$ cat config.mk
export PLATFORM = sky130hd
export DESIGN_NAME = alu_wb_buffer
export DESIGN_NICKNAME = d
export VERILOG_FILES = /design/src/rtl/alu_wb_buffer.sv
export SDC_FILE = /design/constraint.sdc
export NUM_CORES = 1
export LEC_CHECK = 0
export BUFFER_PORTS_ARGS = -buffer_cell sky130_fd_sc_hd__buf_2
export CAP_MARGIN = 20
export CORE_MARGIN = 3
export CORE_UTILIZATION = 30
export CTS_CLUSTER_DIAMETER = 100
export DETAILED_ROUTE_END_ITERATION = 10
export GPL_TIMING_DRIVEN = 0
export PLACE_DENSITY_LB_ADDON = 0.12
export SYNTH_ARGS = -nofsm -noshare
export SYNTH_HDL_FRONTEND = slang
export SYNTH_SLANG_ARGS = --single-unit
$ cat constraint.sdc
create_clock -name clk_i -period 5 [get_ports clk_i]
set_input_delay 0.5 -clock clk_i [delete_from_list [all_inputs] [get_ports clk_i]]
set_output_delay 0.5 -clock clk_i [all_outputs]
set_load 0.005 [all_outputs]
$ cat src/rtl/alu_wb_buffer.sv
// Registered in-order result buffer between the integer ALU and the writeback/scoreboard port.
// Latency: a result captured in cycle N is presented on the wb side in cycle N+1 at the earliest.
// Backpressure: alu_ready_o drops only when full and the head is not being popped this cycle.
module alu_wb_buffer #(
  parameter int unsigned XLEN          = 64,
  parameter int unsigned TRANS_ID_BITS = 3,
  parameter int unsigned DEPTH         = 2
) (
  input  logic                       clk_i,
  input  logic                       rst_ni,
  input  logic                       flush_i,
  input  logic                       alu_valid_i,
  output logic                       alu_ready_o,
  input  logic [TRANS_ID_BITS-1:0]   trans_id_i,
  input  logic [XLEN-1:0]            result_i,
  input  logic                       branch_res_i,
  input  logic                       tb_sext_i,
  output logic                       wb_valid_o,
  input  logic                       wb_ready_i,
  output logic [TRANS_ID_BITS-1:0]   wb_trans_id_o,
  output logic [XLEN-1:0]            wb_result_o,
  output logic                       wb_branch_res_o,
  output logic [$clog2(DEPTH):0]     count_o
);

  localparam int unsigned PTR_W = $clog2(DEPTH);
  localparam int unsigned CNT_W = PTR_W + 1;

  // One buffered ALU result.
  typedef struct packed {
    logic [TRANS_ID_BITS-1:0] trans_id;
    logic [XLEN-1:0]          result;
    logic                     branch_res;
  } entry_t;

  entry_t             mem [DEPTH];
  logic [PTR_W-1:0]   rd_ptr;
  logic [PTR_W-1:0]   wr_ptr;
  logic [CNT_W-1:0]   count;

  logic               push;
  logic               pop;
  entry_t             wr_entry;

  // Handshake decode: a flush cycle cancels both the capture and the retire.
  always_comb begin
    alu_ready_o = (count < CNT_W'(DEPTH)) | wb_ready_i;
    wb_valid_o  = (count != '0);
    push        = alu_valid_i & alu_ready_o & ~flush_i;
    pop         = wb_valid_o & wb_ready_i & ~flush_i;
  end

  // Build the entry to store; turbo-decoder ops produce an 8-bit signed result.
  always_comb begin
    wr_entry.trans_id   = trans_id_i;
    wr_entry.branch_res = branch_res_i;
    if (tb_sext_i) begin
      wr_entry.result = {{(XLEN-8){result_i[7]}}, result_i[7:0]};
    end else begin
      wr_entry.result = result_i;
    end
  end

  // Entry storage is deliberately not reset; only valid entries are ever observed.
  always_ff @(posedge clk_i) begin
    if (push) begin
      mem[wr_ptr] <= wr_entry;
    end
  end

  // Pointer and occupancy control; flush collapses the queue onto the write pointer.
  always_ff @(posedge clk_i or negedge rst_ni) begin
    if (!rst_ni) begin
      rd_ptr <= '0;
      wr_ptr <= '0;
      count  <= '0;
    end else if (flush_i) begin
      rd_ptr <= wr_ptr;
      count  <= '0;
    end else begin
      if (push) begin
        wr_ptr <= wr_ptr + PTR_W'(1);
      end
      if (pop) begin
        rd_ptr <= rd_ptr + PTR_W'(1);
      end
      case ({push, pop})
        2'b10:   count <= count + CNT_W'(1);
        2'b01:   count <= count - CNT_W'(1);
        default: count <= count;
      endcase
    end
  end

  // Head entry drives the writeback port straight from the register array.
  always_comb begin
    wb_trans_id_o   = mem[rd_ptr].trans_id;
    wb_result_o     = mem[rd_ptr].result;
    wb_branch_res_o = mem[rd_ptr].branch_res;
    count_o         = count;
  end

endmodule

Word level (Yosys, flattened, before mapping)

Memory sizes are Yosys's and may differ from the RTL's.
Cells that the tools add are included.

Bits in writable memories: 136
Memories: 1
Word-level logic and storage cells: 28
Output and inout bits: 72
Input bits: 74
Register bits after elaboration: 4

Multiplexer cells: 7
Reductions and logical operators: 4
Equal/unequal tests: 2
$add $sub $neg: 4
$lt $le $gt $ge: 1
Bitwise logic cells: 6

Memories:

| memory | depth | width | rd ports | clocked after Yosys merged registers in | write ports | line | source |
|---|---|---|---|---|---|---|---|
| mem    | 2     | 68    | 1        | 0                                       | 1           | 36   | `entry_t mem [DEPTH];` |

Operator list:

| cell                | count |
|---|---|
| $mux 64             | 1 |
| $and 1x1->1         | 4 |
| $mux 1              | 4 |
| $pmux 2 s2          | 1 |
| $reduce_bool 2->1   | 2 |
| $reduce_bool 3->1   | 1 |
| $add 1x1->1 const B | 2 |
| $add 2x1->2 const B | 1 |
| $eq 2x1->1 const B  | 1 |
| $eq 2x2->1 const B  | 1 |
| $lt 2x2->1 const B  | 1 |
| $mux 2              | 1 |
| $reduce_and 2->1    | 1 |
| $sub 2x1->2 const B | 1 |
| $not 1->1           | 1 |
| $or 1x1->1          | 1 |

Depth between registers and ports, before layout

Depth after elaboration: 7
Depth in mapped cells: 5
Gate-level depth less buffers: 3

Worst setup path after synthesis

Ideal clock, no wire load.

Path type: register to register
From: reg count[1] (netlist: count_o[1])
To: mem mem[0][0] in the netlist's numbering (enable)
Arrival: 3618 ps
Setup time: 495 ps
Period minus slack after synthesis: 4113 ps
Cell stages (with the launch flop): 4
Setup slack: 887 ps
Cell sequence: dfrtp_1 -> or2b_1 -> nand3b_1 -> nor2_1

Cells in the longest elaborated chain, start to end: 6

Ends and longest elaborated chain:

| what                         | line | source |
|---|---|---|
| from (decl)                  | 39   | `logic [CNT_W-1:0] count;` |
| from (signal assigned)       | 88   | `2'b10: count <= count + CNT_W'(1);` |
| from (signal assigned)       | 89   | `2'b01: count <= count - CNT_W'(1);` |
| from (signal assigned)       | 90   | `default: count <= count;` |
| $lt 2x2->1                   | 47   | `alu_ready_o = (count < CNT_W'(DEPTH)) \| wb_ready_i;` |
| $or 1x1->1                   | 47   |  |
| via alu_ready_o              | 13   | `output logic alu_ready_o,` |
| $and 1x1->1 (2 in a row)     | 49   | `push = alu_valid_i & alu_ready_o & ~flush_i;` |
| $mux 1                       | 66   | `if (push) begin` |
| $mux 1 (not written as such) | 67   | `mem[wr_ptr] <= wr_entry;` |
| to (decl)                    | 36   |  |

The timed path passes the listed nets, and every way through them passes these cells.

Final worst setup path

From: reg rd_ptr
To: out wb_result_o[37]

Cells in the longest elaborated chain, start to end: 1

Ends and longest elaborated chain:

| what                   | line | source |
|---|---|---|
| from (decl)            | 37   | `logic [PTR_W-1:0] rd_ptr;` |
| from (signal assigned) | 78   | `rd_ptr <= wr_ptr;` |
| from (signal assigned) | 85   | `rd_ptr <= rd_ptr + PTR_W'(1);` |
| $mem_v2 2x68           | n/a  |  |
| to (decl)              | 21   | `output logic [XLEN-1:0] wb_result_o,` |

Every way passes these cells.

==> impl_metrics.prom <==
# TYPE chip_impl_metric gauge
chip_impl_metric{name="io-pin-count",unit=""} 146
chip_impl_info{name="timing.critical_path.max_delay_family",value="buffers and inverters"} 1
chip_impl_info{name="cp-start-kind",value="flop"} 1
chip_impl_metric{name="holdPathStages",unit=""} 1
chip_impl_metric{name="gr-total-overflow",unit=""} 0
chip_impl_info{name="run_status",value="completed"} 1
chip_impl_metric{name="rr_worst_depth",unit=""} 5
chip_impl_metric{name="syn-cell-area",unit="um^2"} 5670
chip_impl_metric{name="area_growth_syn_to_layout",unit="%"} 31.8
chip_impl_metric{name="cts_buffers",unit=""} 17
chip_impl_metric{name="worst_slew_pin_slew",unit="ns"} 0.432
chip_impl_metric{name="drv_slew",unit=""} 0
chip_impl_info{name="crit-reg2reg-capture",value="mem[1][12]"} 1
chip_impl_metric{name="final_layout_size_suffix_gt1_frac",unit=""} 0.480
chip_impl_metric{name="p_leak",unit="nW"} 3.00
chip_impl_info{name="hold_path_class",value="input pin to flop"} 1
chip_impl_metric{name="syn-instance-count",unit=""} 361
chip_impl_info{name="timing.critical_path.cells",value="buf_2 > buf_2 > mux2_2 > buf_2"} 1
chip_impl_metric{name="drt_wl_total",unit="um"} 12800
chip_impl_metric{name="die_height",unit="um"} 144
chip_impl_metric{name="syn-mean-instance-area",unit="um^2"} 15.7
chip_impl_metric{name="placement.cell_area",unit="um^2"} 6850
chip_impl_metric{name="clock_latency_on_the_worst_skew_pair",unit="ns"} 0.41
chip_impl_metric{name="setup.reg_to_reg.worst_slack",unit="ns"} 3.08
chip_impl_info{name="holdCritStartpoint",value="result_i[2]"} 1
chip_impl_info{name="worst_r2r_startpoint",value="count_o[1]"} 1
chip_impl_metric{name="grt_antenna_before_repair",unit=""} 0
chip_impl_metric{name="antenna_left",unit=""} 0
chip_impl_info{name="commonest_non_fill_non_tap_cells_in_the_layout",value="151 x sky130_fd_sc_hd__buf_2, 136 x sky130_fd_sc_hd__edfxtp_1, 68 x sky130_fd_sc_hd__mux2_2"} 1
chip_impl_metric{name="multiInputGateArea",unit="um^2"} 1180
chip_impl_metric{name="num-nets-final",unit=""} 605
chip_impl_metric{name="power.density",unit="nW/um^2"} 479
chip_impl_metric{name="gpl.final_weighted_congestion",unit=""} 0.704
chip_impl_metric{name="final.fill_count",unit=""} 1741
chip_impl_metric{name="cts_setup_buffers",unit=""} 0
chip_impl_metric{name="required",unit="ns"} 4.50
chip_impl_metric{name="dp_worst_setup_slack",unit="ns"} 2.96
chip_impl_metric{name="grt_pass1_vias",unit=""} 3750
chip_impl_metric{name="number_of_clock_sinks_seen_by_cts",unit=""} 140
chip_impl_metric{name="post-route-min-period",unit="ns"} 2.32
chip_impl_metric{name="timing_hold_violations_final",unit=""} 0
chip_impl_metric{name="port_buffers",unit=""} 144
chip_impl_metric{name="floorplan.rows",unit=""} 49
chip_impl_metric{name="placedCellCount",unit=""} 740
chip_impl_metric{name="ys.warnings.count",unit=""} 0
chip_impl_metric{name="finalClockSkew",unit="ns"} 0.00731
chip_impl_metric{name="routedWlPerCell",unit="um"} 16.6
chip_impl_metric{name="coreArea",unit="um^2"} 18300
chip_impl_metric{name="grt_first_pass_wirelength",unit="um"} 19700
chip_impl_metric{name="n_antenna_cell",unit=""} 0
chip_impl_metric{name="finalPower",unit="mW"} 3.58
chip_impl_metric{name="vias",unit=""} 3414
chip_impl_info{name="grt_setup_unrepaired",value="no"} 1
chip_impl_info{name="worst_path_most_repeated_cell",value="sky130_fd_sc_hd__buf_2"} 1
chip_impl_info{name="leading_cell_type_in_the_layout_fill_and_taps_excluded",value="sky130_fd_sc_hd__buf_2"} 1
chip_impl_metric{name="stdcell_count",unit=""} 773
chip_impl_info{name="critPathCaptureType",value="primary output"} 1
chip_impl_metric{name="detail_route.drc_violations",unit=""} 0
chip_impl_metric{name="seqCellArea",unit="um^2"} 4180
chip_impl_metric{name="maxCapViolations",unit=""} 0
chip_impl_metric{name="clkSlewWorstSetupHoldPaths",unit="ns"} 0.06
chip_impl_metric{name="drt-pass1-iter-count",unit=""} 4
chip_impl_metric{name="post_cts_resized",unit=""} 0
chip_impl_metric{name="synth_fp_nets",unit=""} 435
chip_impl_metric{name="finish_stage_setup_viols",unit=""} 0
chip_impl_metric{name="worst_ir_drop_vdd",unit="uV"} 235
chip_impl_metric{name="fp.dieArea",unit="um^2"} 20600
chip_impl_metric{name="cp.buffers_inverters",unit=""} 3
chip_impl_metric{name="htreeDepth",unit=""} 4
chip_impl_metric{name="critPathMaxStageDelay",unit="ns"} 0.39
chip_impl_info{name="critPathKind",value="flop to primary output"} 1
chip_impl_info{name="clock-root-buffer",value="sky130_fd_sc_hd__clkbuf_16"} 1
chip_impl_metric{name="layout.cell_area.non_filler",unit="um^2"} 7480
chip_impl_info{name="cpMaxStageDelayCell",value="sky130_fd_sc_hd__mux2_2"} 1
chip_impl_metric{name="timing.slew.headroom",unit=""} 0.712
chip_impl_metric{name="worst_slack",unit="ns"} 2.68
chip_impl_metric{name="cp.arrival",unit="ns"} 1.82
chip_impl_metric{name="seq_area_frac_synth",unit=""} 0.737
chip_impl_metric{name="yosys_register_bits",unit=""} 140
chip_impl_metric{name="number_of_vias_per_cell_after_detailed_routing",unit=""} 4.42
chip_impl_metric{name="start_util",unit=""} 0.311
chip_impl_metric{name="netlist-cell-type-count",unit=""} 20
chip_impl_metric{name="fp.dieW",unit="um"} 144
chip_impl_info{name="hold-path-endpoint",value="mem[0][3]"} 1
chip_impl_metric{name="overall_fraction_of_global_route_tracks_in_use",unit=""} 0.127
chip_impl_metric{name="fmax",unit="MHz"} 431
chip_impl_metric{name="min_period_over_period",unit=""} 0.464
chip_impl_metric{name="place_hpwl",unit="um"} 8620
chip_impl_metric{name="crit_path_max_fo",unit=""} 10
chip_impl_metric{name="dr.first_iter.drc_count",unit=""} 152
chip_impl_metric{name="fin_util",unit=""} 0.409
chip_impl_info{name="clock_tree_from_tritoncts",value="yes"} 1
chip_impl_metric{name="cts_max_path_buffers",unit=""} 2
chip_impl_metric{name="grt_max_degree",unit=""} 30
[per-stage QoR]
stage | hold slack, ns | TNS [ns]
6_report | 0.271 | 0
4_1_cts | 0.243 | 0
3_5_place_dp | 0.311 | 0
3_3_place_gp | 0.309 | -183.65
5_1_grt | 0.245 | 0
2_1_floorplan | 0.204 | 0
[sequential cells by signal, indices dropped and copies added (netlist names)]
| register | count |
|---|---|
| count_o | 2 |
| mem | 136 |
| rd_ptr | 1 |
| wr_ptr | 1 |
[final cells by class]
| cell class | instances | area share |
|---|---|---|
| well taps | 229 | 0.0383 |
| repair buffers | 151 | 0.118 |
| clock inverters | 14 | 0.0258 |
| inverters | 58 | 0.0291 |
| plain buffers | 20 | 0.0137 |
| multi-input cells | 143 | 0.158 |
| clock buffers | 18 | 0.0574 |
| flip-flops and latches | 140 | 0.559 |
[power breakdown]
| part | switching, mW | internal [mW] |
|---|---|---|
| Sequential | 0.0304 | 1.44 |
| Clock | 0.491 | 0.836 |
| Combinational | 0.386 | 0.396 |
| Total | 0.907 | 2.67 |
[metal layers]
layer | share of wire | track usage | vias to the layer above | wire, um
met5 | 0 | 0 | - | 0
met4 | 0.013 | 0.0520 | 0 | 167
li1 | - | - | 1641 | -
met2 | 0.49 | 0.211 | 112 | 6260
met1 | 0.43 | 0.151 | 1647 | 5550
met3 | 0.064 | 0.0439 | 14 | 822
[cell families (layout without fill, tap and decap cells)]
logic type	count (synthesis)	after routing	synth area share
simple gates	11	11	0.00970
xor+xnor	2	2	0.00309
buf+inv	78	261	0.0565
mux	69	69	0.140
compound gates	61	61	0.0538
flops	140	140	0.737
[synth_stat cells]
| cell type | count | area share |
|---|---|---|
| sky130_fd_sc_hd__nand3b_1 | 1 | 0.0013 |
| sky130_fd_sc_hd__mux2_2 | 68 | 0.13 |
| sky130_fd_sc_hd__mux4_1 | 1 | 0.0046 |
| sky130_fd_sc_hd__or2_2 | 1 | 0.0011 |
| sky130_fd_sc_hd__edfxtp_1 | 136 | 0.72 |
| sky130_fd_sc_hd__a21oi_1 | 1 | 0.00088 |
| sky130_fd_sc_hd__nor2_1 | 4 | 0.0026 |
| sky130_fd_sc_hd__nand2_1 | 3 | 0.0020 |
| sky130_fd_sc_hd__inv_1 | 58 | 0.038 |
| sky130_fd_sc_hd__and2b_1 | 1 | 0.0013 |
| sky130_fd_sc_hd__o21ai_1 | 2 | 0.0018 |
| sky130_fd_sc_hd__buf_2 | 7 | 0.0062 |
| sky130_fd_sc_hd__clkbuf_1 | 10 | 0.0066 |
| sky130_fd_sc_hd__o21ai_0 | 58 | 0.051 |
| sky130_fd_sc_hd__buf_6 | 2 | 0.0040 |
| sky130_fd_sc_hd__buf_4 | 1 | 0.0013 |
| sky130_fd_sc_hd__dfrtp_1 | 4 | 0.018 |
| sky130_fd_sc_hd__xnor2_1 | 1 | 0.0015 |
| sky130_fd_sc_hd__xor2_1 | 1 | 0.0015 |
| sky130_fd_sc_hd__or2b_1 | 1 | 0.0013 |
[worst max-delay path by stage]
stage               start               to  slack, ns  cells after the start
2_1_floorplan  count_o[1]        mem[0][0]       0.89                      3
3_3_place_gp   wb_ready_i       mem[0][17]      -1.36                      4
3_5_place_dp   wb_ready_i       mem[0][17]       2.96                      6
4_1_cts            rd_ptr  wb_result_o[37]       2.58                      4
5_1_grt            rd_ptr  wb_result_o[42]       2.54                      4
6_report           rd_ptr  wb_result_o[37]       2.68                      4
[repair_timing]
| item | 4_1_cts | 5_1_grt |
|---|---|---|
| setup endpoints to repair | 0 | 0 |
| hold buffers | 1 | 0 |
| endpoints found under the hold margin | 4 | 0 |
(Power assumes the default switching activity.)
